==> src/rtl/px_skip_shadow_csr_if.sv <==
// AXI4-Lite bus bundle (32-bit address/data) used by the pixel-skipper CSR block.
interface axi4_lite_if;
    logic [31:0] awaddr;
    logic        awvalid;
    logic        awready;
    logic [31:0] wdata;
    logic [3:0]  wstrb;
    logic        wvalid;
    logic        wready;
    logic [1:0]  bresp;
    logic        bvalid;
    logic        bready;
    logic [31:0] araddr;
    logic        arvalid;
    logic        arready;
    logic [31:0] rdata;
    logic [1:0]  rresp;
    logic        rvalid;
    logic        rready;

    modport master (
        output awaddr, awvalid, wdata, wstrb, wvalid, bready, araddr, arvalid, rready,
        input  awready, wready, bresp, bvalid, arready, rdata, rresp, rvalid
    );

    modport slave (
        input  awaddr, awvalid, wdata, wstrb, wvalid, bready, araddr, arvalid, rready,
        output awready, wready, bresp, bvalid, arready, rdata, rresp, rvalid
    );
endinterface

==> src/rtl/px_skip_shadow_csr.sv <==
// AXI4-Lite CSR block for the pixel skipper: staging registers on the bus side,
// optional frame-synchronous shadow copy on the output side (PX_SKIP_CSR_SHADOW_EN).
module px_skip_shadow_csr #(
    parameter logic [31:0] BASE_ADDR = 32'h0000_0000,
    parameter int unsigned CNT_W     = 8,
    parameter logic [31:0] ID_VALUE  = 32'h5053_0002
) (
    input  logic             clk_i,
    input  logic             rst_n_i,
    axi4_lite_if.slave       csr_i,
    input  logic             sof_i,
    output logic [CNT_W-1:0] px_to_skip_o,
    output logic [CNT_W-1:0] px_skip_interval_o,
    output logic [CNT_W-1:0] add_px_skip_interval_o,
    output logic [CNT_W-1:0] ln_to_skip_o,
    output logic [CNT_W-1:0] ln_skip_interval_o,
    output logic [CNT_W-1:0] add_ln_skip_interval_o,
    output logic             skip_en_o
);
    typedef enum logic [1:0] {W_IDLE, W_HAVE_ADDR, W_HAVE_DATA, W_RESP} wr_state_t;

    wr_state_t        wr_state, wr_state_next;
    logic             aw_hs, w_hs, do_write;
    logic [31:0]      addr_q, data_q;
    logic [3:0]       strb_q;
    logic [1:0]       bresp_q;
    logic [31:0]      wr_addr, wr_data, wr_off, strb_bits;
    logic [3:0]       wr_strb;
    logic [2:0]       wr_idx;
    logic             wr_in_win, stage_write;
    logic [CNT_W-1:0] wmask, wfield;

    logic [CNT_W-1:0] stage [6];
    logic             en_stage;
    logic             pending_rd;

    logic [31:0]      rd_off, rd_word;
    logic [2:0]       rd_idx;
    logic             rd_in_win;
    logic             rvalid_q;
    logic [31:0]      rdata_q;
    logic [1:0]       rresp_q;

    // Write channel: AW and W may arrive in either order; the write lands on the edge
    // that completes the pair, using whichever half is still live on the bus.
    always_comb begin
        wr_state_next = wr_state;
        csr_i.awready = 1'b0;
        csr_i.wready  = 1'b0;
        csr_i.bvalid  = 1'b0;
        do_write      = 1'b0;
        case (wr_state)
            W_IDLE: begin
                csr_i.awready = 1'b1;
                csr_i.wready  = 1'b1;
                if (csr_i.awvalid && csr_i.wvalid) begin
                    do_write      = 1'b1;
                    wr_state_next = W_RESP;
                end else if (csr_i.awvalid) begin
                    wr_state_next = W_HAVE_ADDR;
                end else if (csr_i.wvalid) begin
                    wr_state_next = W_HAVE_DATA;
                end
            end
            W_HAVE_ADDR: begin
                csr_i.wready = 1'b1;
                if (csr_i.wvalid) begin
                    do_write      = 1'b1;
                    wr_state_next = W_RESP;
                end
            end
            W_HAVE_DATA: begin
                csr_i.awready = 1'b1;
                if (csr_i.awvalid) begin
                    do_write      = 1'b1;
                    wr_state_next = W_RESP;
                end
            end
            W_RESP: begin
                csr_i.bvalid = 1'b1;
                if (csr_i.bready) wr_state_next = W_IDLE;
            end
            default: wr_state_next = W_IDLE;
        endcase
    end

    assign aw_hs       = csr_i.awvalid && csr_i.awready;
    assign w_hs        = csr_i.wvalid && csr_i.wready;
    assign csr_i.bresp = bresp_q;

    assign wr_addr   = (wr_state == W_HAVE_ADDR) ? addr_q : csr_i.awaddr;
    assign wr_data   = (wr_state == W_HAVE_DATA) ? data_q : csr_i.wdata;
    assign wr_strb   = (wr_state == W_HAVE_DATA) ? strb_q : csr_i.wstrb;
    assign wr_off    = wr_addr - BASE_ADDR;
    assign wr_in_win = wr_off < 32'd32;
    assign wr_idx    = wr_off[4:2];
    assign strb_bits = {{8{wr_strb[3]}}, {8{wr_strb[2]}}, {8{wr_strb[1]}}, {8{wr_strb[0]}}};
    assign wmask     = strb_bits[CNT_W-1:0];
    assign wfield    = wr_data[CNT_W-1:0];

    assign stage_write = do_write && wr_in_win &&
                         ((wr_idx < 3'd6) || ((wr_idx == 3'd6) && wr_strb[0]));

    always_ff @(posedge clk_i or negedge rst_n_i) begin
        if (!rst_n_i) wr_state <= W_IDLE;
        else          wr_state <= wr_state_next;
    end

    always_ff @(posedge clk_i or negedge rst_n_i) begin
        if (!rst_n_i) begin
            addr_q  <= '0;
            data_q  <= '0;
            strb_q  <= '0;
            bresp_q <= '0;
        end else begin
            if (aw_hs) addr_q <= csr_i.awaddr;
            if (w_hs) begin
                data_q <= csr_i.wdata;
                strb_q <= csr_i.wstrb;
            end
            if (do_write) bresp_q <= wr_in_win ? 2'b00 : 2'b10;
        end
    end

    always_ff @(posedge clk_i or negedge rst_n_i) begin
        if (!rst_n_i) begin
            stage    <= '{default: '0};
            en_stage <= 1'b0;
        end else if (stage_write) begin
            if (wr_idx < 3'd6) stage[wr_idx] <= (stage[wr_idx] & ~wmask) | (wfield & wmask);
            else               en_stage      <= wr_data[0];
        end
    end

`ifdef PX_SKIP_CSR_SHADOW_EN
    logic [CNT_W-1:0] active [6];
    logic             en_active, pending, apply_q, commit;

    // A write coinciding with sof commits the pre-write staging and leaves PENDING set.
    assign commit = (sof_i && pending) || apply_q;

    always_ff @(posedge clk_i or negedge rst_n_i) begin
        if (!rst_n_i) begin
            active    <= '{default: '0};
            en_active <= 1'b0;
            pending   <= 1'b0;
            apply_q   <= 1'b0;
        end else begin
            apply_q <= stage_write && (wr_idx == 3'd6) && wr_data[1];
            if (commit) begin
                active    <= stage;
                en_active <= en_stage;
            end
            if (stage_write) pending <= 1'b1;
            else if (commit) pending <= 1'b0;
        end
    end

    assign px_to_skip_o           = active[0];
    assign px_skip_interval_o     = active[1];
    assign add_px_skip_interval_o = active[2];
    assign ln_to_skip_o           = active[3];
    assign ln_skip_interval_o     = active[4];
    assign add_ln_skip_interval_o = active[5];
    assign skip_en_o              = en_active;
    assign pending_rd             = pending;

    logic unused_bits;
    assign unused_bits = ^{wr_data, strb_bits};
`else
    assign px_to_skip_o           = stage[0];
    assign px_skip_interval_o     = stage[1];
    assign add_px_skip_interval_o = stage[2];
    assign ln_to_skip_o           = stage[3];
    assign ln_skip_interval_o     = stage[4];
    assign add_ln_skip_interval_o = stage[5];
    assign skip_en_o              = en_stage;
    assign pending_rd             = 1'b0;

    logic unused_bits;
    assign unused_bits = ^{wr_data, strb_bits, sof_i};
`endif

    assign rd_off        = csr_i.araddr - BASE_ADDR;
    assign rd_in_win     = rd_off < 32'd32;
    assign rd_idx        = rd_off[4:2];
    assign csr_i.arready = !rvalid_q;
    assign csr_i.rvalid  = rvalid_q;
    assign csr_i.rdata   = rdata_q;
    assign csr_i.rresp   = rresp_q;

    always_comb begin
        rd_word = '0;
        if (rd_in_win) begin
            if (rd_idx < 3'd6)       rd_word[CNT_W-1:0] = stage[rd_idx];
            else if (rd_idx == 3'd6) rd_word[2:0]       = {pending_rd, 1'b0, en_stage};
            else                     rd_word            = ID_VALUE;
        end
    end

    always_ff @(posedge clk_i or negedge rst_n_i) begin
        if (!rst_n_i) begin
            rvalid_q <= 1'b0;
            rdata_q  <= '0;
            rresp_q  <= '0;
        end else if (csr_i.arvalid && !rvalid_q) begin
            rvalid_q <= 1'b1;
            rdata_q  <= rd_word;
            rresp_q  <= rd_in_win ? 2'b00 : 2'b10;
        end else if (rvalid_q && csr_i.rready) begin
            rvalid_q <= 1'b0;
        end
    end
endmodule

==> src/flat_wrapper.sv <==
// flat-port wrapper written by rule: the top's interface ports become plain ports
module px_skip_shadow_csr_flat 
#(
    parameter logic [31:0] BASE_ADDR = 32'h0000_0000,
    parameter int unsigned CNT_W     = 8,
    parameter logic [31:0] ID_VALUE  = 32'h5053_0002
)
  (clk_i, rst_n_i, sof_i, px_to_skip_o, px_skip_interval_o, add_px_skip_interval_o, ln_to_skip_o, ln_skip_interval_o, add_ln_skip_interval_o, skip_en_o, csr_i_awaddr, csr_i_awvalid, csr_i_wdata, csr_i_wstrb, csr_i_wvalid, csr_i_bready, csr_i_araddr, csr_i_arvalid, csr_i_rready, csr_i_awready, csr_i_wready, csr_i_bresp, csr_i_bvalid, csr_i_arready, csr_i_rdata, csr_i_rresp, csr_i_rvalid);
  axi4_lite_if csr_i_i ();
  input  logic clk_i;
  input  logic rst_n_i;
  input  logic sof_i;
  output logic [CNT_W-1:0] px_to_skip_o;
  output logic [CNT_W-1:0] px_skip_interval_o;
  output logic [CNT_W-1:0] add_px_skip_interval_o;
  output logic [CNT_W-1:0] ln_to_skip_o;
  output logic [CNT_W-1:0] ln_skip_interval_o;
  output logic [CNT_W-1:0] add_ln_skip_interval_o;
  output logic skip_en_o;
  input wire logic [$bits(csr_i_i.awaddr)-1:0] csr_i_awaddr;
  input wire logic [$bits(csr_i_i.awvalid)-1:0] csr_i_awvalid;
  input wire logic [$bits(csr_i_i.wdata)-1:0] csr_i_wdata;
  input wire logic [$bits(csr_i_i.wstrb)-1:0] csr_i_wstrb;
  input wire logic [$bits(csr_i_i.wvalid)-1:0] csr_i_wvalid;
  input wire logic [$bits(csr_i_i.bready)-1:0] csr_i_bready;
  input wire logic [$bits(csr_i_i.araddr)-1:0] csr_i_araddr;
  input wire logic [$bits(csr_i_i.arvalid)-1:0] csr_i_arvalid;
  input wire logic [$bits(csr_i_i.rready)-1:0] csr_i_rready;
  output wire logic [$bits(csr_i_i.awready)-1:0] csr_i_awready;
  output wire logic [$bits(csr_i_i.wready)-1:0] csr_i_wready;
  output wire logic [$bits(csr_i_i.bresp)-1:0] csr_i_bresp;
  output wire logic [$bits(csr_i_i.bvalid)-1:0] csr_i_bvalid;
  output wire logic [$bits(csr_i_i.arready)-1:0] csr_i_arready;
  output wire logic [$bits(csr_i_i.rdata)-1:0] csr_i_rdata;
  output wire logic [$bits(csr_i_i.rresp)-1:0] csr_i_rresp;
  output wire logic [$bits(csr_i_i.rvalid)-1:0] csr_i_rvalid;
  assign csr_i_i.awaddr = csr_i_awaddr;
  assign csr_i_i.awvalid = csr_i_awvalid;
  assign csr_i_i.wdata = csr_i_wdata;
  assign csr_i_i.wstrb = csr_i_wstrb;
  assign csr_i_i.wvalid = csr_i_wvalid;
  assign csr_i_i.bready = csr_i_bready;
  assign csr_i_i.araddr = csr_i_araddr;
  assign csr_i_i.arvalid = csr_i_arvalid;
  assign csr_i_i.rready = csr_i_rready;
  assign csr_i_awready = csr_i_i.awready;
  assign csr_i_wready = csr_i_i.wready;
  assign csr_i_bresp = csr_i_i.bresp;
  assign csr_i_bvalid = csr_i_i.bvalid;
  assign csr_i_arready = csr_i_i.arready;
  assign csr_i_rdata = csr_i_i.rdata;
  assign csr_i_rresp = csr_i_i.rresp;
  assign csr_i_rvalid = csr_i_i.rvalid;
  px_skip_shadow_csr #(.BASE_ADDR(BASE_ADDR), .CNT_W(CNT_W), .ID_VALUE(ID_VALUE)) u_core (.clk_i(clk_i), .rst_n_i(rst_n_i), .csr_i(csr_i_i), .sof_i(sof_i), .px_to_skip_o(px_to_skip_o), .px_skip_interval_o(px_skip_interval_o), .add_px_skip_interval_o(add_px_skip_interval_o), .ln_to_skip_o(ln_to_skip_o), .ln_skip_interval_o(ln_skip_interval_o), .add_ln_skip_interval_o(add_ln_skip_interval_o), .skip_en_o(skip_en_o));
endmodule
==> config.mk <==
export PLATFORM = sky130hd
export DESIGN_NAME = px_skip_shadow_csr_flat
export DESIGN_NICKNAME = d
export VERILOG_FILES = /design/src/rtl/px_skip_shadow_csr_if.sv /design/src/rtl/px_skip_shadow_csr.sv /design/src/flat_wrapper.sv
export SDC_FILE = /design/constraint.sdc
export NUM_CORES = 1
export LEC_CHECK = 0
export CAP_MARGIN = 40
export CORE_MARGIN = 8
export CORE_UTILIZATION = 49
export DETAILED_ROUTE_END_ITERATION = 8
export PLACE_DENSITY = 0.87
export SYNTH_ARGS = -nofsm -noshare
export SYNTH_HDL_FRONTEND = slang
export SYNTH_SLANG_ARGS = --single-unit
==> constraint.sdc <==
create_clock -name clk_i -period 3.7 [get_ports clk_i]
set_input_delay 0.74 -clock clk_i [delete_from_list [all_inputs] [get_ports clk_i]]
set_output_delay 0.74 -clock clk_i [all_outputs]
set_load 0.005 [all_outputs]
==> results.tsv <==
metric	value	unit
crit path cell chain	inv_1, ha_1, o21a_1, a31oi_1, nor4_4, o2111ai_2, mux2_2	
r2r worst-path depth	7	
Setup crit end kind	flop	
hold-fix buffers at CTS	0	
Initial Utilization	50.3	%
actual slew at the worst max-slew pin	0.858	ns
vias in the first global route	4720	
Max Slew Vio Count	0	
Hold WC Path Type	input pin to async pin	
status	finished clean	
share of layout cells above drive strength 1	14.9	%
TritonCTS clock tree	built	
M3 GR Usage	6.42	%
Skew-Pair Late Insertion Delay	0.36	ns
busiest layer in global routing	met2	
crit-path max cell delay	0.62	ns
post-route insts no fill	803	
chip width	121	um
post-CTS setup buffer count	0	
Final ANT Viol Nets	0	
Worst Path Required	3.95	ns
# DRC	0	
fin crit period	3.22	ns
commonest non-fill, non-tap cell in the layout	clkdlybuf4s50_1	
Avg Cell Area, Syn	10.6	sq um
clock transition at the registers of the reported paths	0.10	ns
clock buffer depth	2	
Post-Syn Instances	516	
Seq/Total Area, Yosys	46.8	%
gpl congestion	0.849	
met2 usage	35.1	%
delay-heaviest family, CP	compound AO/OA/AOI/OAI gates	
Root Buffer Master	clkbuf_8	
maximum vdd drop	0.000381	V
most frequent cells in the layout	clkdlybuf4s50_1, nand2_1, dfrtp_1, mux2_2, mux2i_1	
CP bufs+invs	1	
max-cap viol count	0	
synth-to-layout area growth	31.3	%
pwr dens	490	nW/um^2
CP arrival	3.47	ns
CP Max Fanout	13	
Die Y	121	um
Vias/cell	5.69	
Max Fclk	311	MHz
M1 GR Usage	24.8	%
gr usage total	21.2	%
crit start category	flop	
initial antenna violation count	0	
WL/cell	19.2	um
Critical R2R Capture	u_core.px_skip_interval_o[3]	
post-synthesis cell area	5450	sq um
num rows	38	
Detailed Routing Iterations Pass 1	5	
grt ovf	0	
core box area	10800	sq um
CTS resizes	0	
dpl cells	787	
DRT iter0 DRCs	344	
synth warn	0	
Sum Neg Setup Slack	0	ns
FF-to-FF setup slack	0.48	ns
total number of vias	4567	
CTS Buf Count	9	
first-pass GRT wire length	24.8	mm
Port-buffer cells	145	
pin count of the biggest net entering global routing	55	
Final Cell Area	7160	sq um
Setup-failing EPs final	0	
count of cell types in the netlist	52	
DRT Wirelength	15.4	mm
clock sink count	102	
Leak	3.41	nW
clock skew	0.0134	ns
io pins	198	
Setup CP Type	flop to flop	
Slew HR	42.4	%
die area	14800	sq um
Fin. Hold Viols	0	
Nets	771	
DPL Wire Length	12.0	mm
reg2reg start	u_core.wr_state[0]	
cell at the slowest stage of the critical path	nor4_4	
total placed instance area	6980	sq um
RSZ-0062 raised after global routing	no	
Seq cells post-synth	102	
ANT cells	0	
htree depth	3	
ratio of final minimum period to clock period	87.0	%
==> metal layers <==
layer / part of all wire, % / routed length [um]
met4: 2.6 / 406
met5: 0 / 0
met2: 48 / 7370
met3: 11 / 1670
met1: 39 / 6010
==> worst max path at each step <==
stage	from	cells after the start	slack, ns	to
after detailed placement	csr_i_awaddr[15]	6	0.18	u_core.px_skip_interval_o[3]
after global placement	csr_i_awaddr[15]	6	0.28	u_core.px_skip_interval_o[3]
after global routing	u_core.wr_state[0]	7	0.32	u_core.px_skip_interval_o[3]
after floorplan	csr_i_awaddr[15]	5	1.20	u_core.px_skip_interval_o[2]
final	u_core.wr_state[0]	7	0.48	u_core.px_skip_interval_o[3]
after CTS	u_core.wr_state[0]	7	0.47	u_core.px_skip_interval_o[3]
==> state kept, by name (all words and copies together) (netlist names) <==
| signal | cells |
|---|---|
| u_core.ln_to_skip_o | 8 |
| u_core.add_ln_skip_interval_o | 8 |
| u_core.data_q | 8 |
| u_core.strb_q | 1 |
| u_core.px_skip_interval_o | 8 |
| u_core.csr_i.bresp | 1 |
| u_core.skip_en_o | 1 |
| u_core.csr_i.rdata | 9 |
| u_core.add_px_skip_interval_o | 8 |
| u_core.csr_i.rvalid | 1 |
| u_core.ln_skip_interval_o | 8 |
| u_core.csr_i.rresp | 1 |
| u_core.wr_state | 2 |
| u_core.px_to_skip_o | 8 |
| u_core.addr_q | 30 |
==> through the flow <==
step / worst slack, ns / hold slack (ns) / utilization, % / power, W
2_1_floorplan: 1.20 / 0.444 / - / 0.00242
3_3_place_gp: 0.275 / 0.459 / 64.1 / 0.00278
3_5_place_dp: 0.179 / 0.464 / 64.4 / 0.00286
4_1_cts: 0.469 / 0.299 / 66.0 / 0.00352
5_1_grt: 0.324 / 0.312 / 66.0 / 0.00376
6_report: 0.482 / 0.303 / 66.0 / 0.00351
==> cells in the mapped netlist (all sizes together) <==
| cell | number | share of area [%] |
|---|---|---|
| a31oi | 1 | 0.11 |
| mux2 | 49 | 10 |
| conb | 1 | 0.069 |
| nor3 | 2 | 0.18 |
| nor4 | 20 | 2.7 |
| o21ai | 13 | 1.2 |
| nor3b | 3 | 0.41 |
| o31ai | 3 | 0.50 |
| nand2b | 1 | 0.11 |
| o21ba | 1 | 0.18 |
| dfrtp | 102 | 47 |
| a222oi | 3 | 0.55 |
| a22o | 5 | 0.80 |
| nand2 | 119 | 8.2 |
| mux2i | 40 | 7.3 |
| buf | 31 | 4.1 |
| a21oi | 7 | 0.64 |
| nand3 | 5 | 0.73 |
| o22ai | 5 | 0.69 |
| a2bb2oi | 1 | 0.16 |
| o21a | 2 | 0.28 |
| o2111ai | 2 | 0.44 |
| a22oi | 6 | 0.83 |
| inv | 30 | 2.1 |
| nor4bb | 1 | 0.18 |
| o211ai | 7 | 0.96 |
| nand3b | 1 | 0.14 |
| or2 | 3 | 0.34 |
| a221oi | 2 | 0.32 |
| o221ai | 4 | 0.64 |
| mux4 | 8 | 3.3 |
| ha | 5 | 1.1 |
| or4 | 1 | 0.14 |
| nor2b | 2 | 0.23 |
| nor2 | 4 | 0.28 |
| and3b | 1 | 0.16 |
| nand4 | 4 | 0.69 |
| a211oi | 1 | 0.14 |
| or4b | 1 | 0.18 |
| a221o | 4 | 0.73 |
| clkbuf | 13 | 0.90 |
| or3 | 1 | 0.11 |
| nor4b | 1 | 0.16 |
==> report_power, final <==
part | switching, W | internal, W
Clock | 0.000387 | 0.000271
Combinational | 0.000767 | 0.000591
Sequential | 0.000149 | 0.00134
Total | 0.00130 | 0.00221
==> area by class of cell <==
| class | count | area, sq um |
|---|---|---|
| fillers | 833 | 3680 |
| flip-flops and latches | 102 | 2550 |
| inverters | 30 | 113 |
| multi-input cells | 359 | 2580 |
| repair buffers | 156 | 1550 |
| clock inverters | 5 | 40.0 |
| well taps | 140 | 175 |
| clock buffers | 11 | 141 |
==> logic make-up (layout without fill, tap and decap cells) <==
kind of cell | after synthesis | after routing | share of synthesized area (%)
other | 1 | 20 | 0.0688
AND/OR/NAND/NOR | 170 | 170 | 14.9
buffers and inverters | 74 | 202 | 7.05
flip-flops | 102 | 102 | 46.8
AO/OA/AOI/OAI | 67 | 67 | 9.18
adder cells (fa/ha/maj) | 5 | 5 | 1.15
multiplexers | 97 | 97 | 20.8
==> worst register-to-register path: stages, from the launching register on <==
cell and delay, ns:
dfrtp_1 0.42, inv_1 0.11, ha_1 0.58, o21a_1 0.24, a31oi_1 0.12, nor4_4 0.62, o2111ai_2 0.58, mux2_2 0.44
No activity file was read; power rests on OpenSTA's default activity.
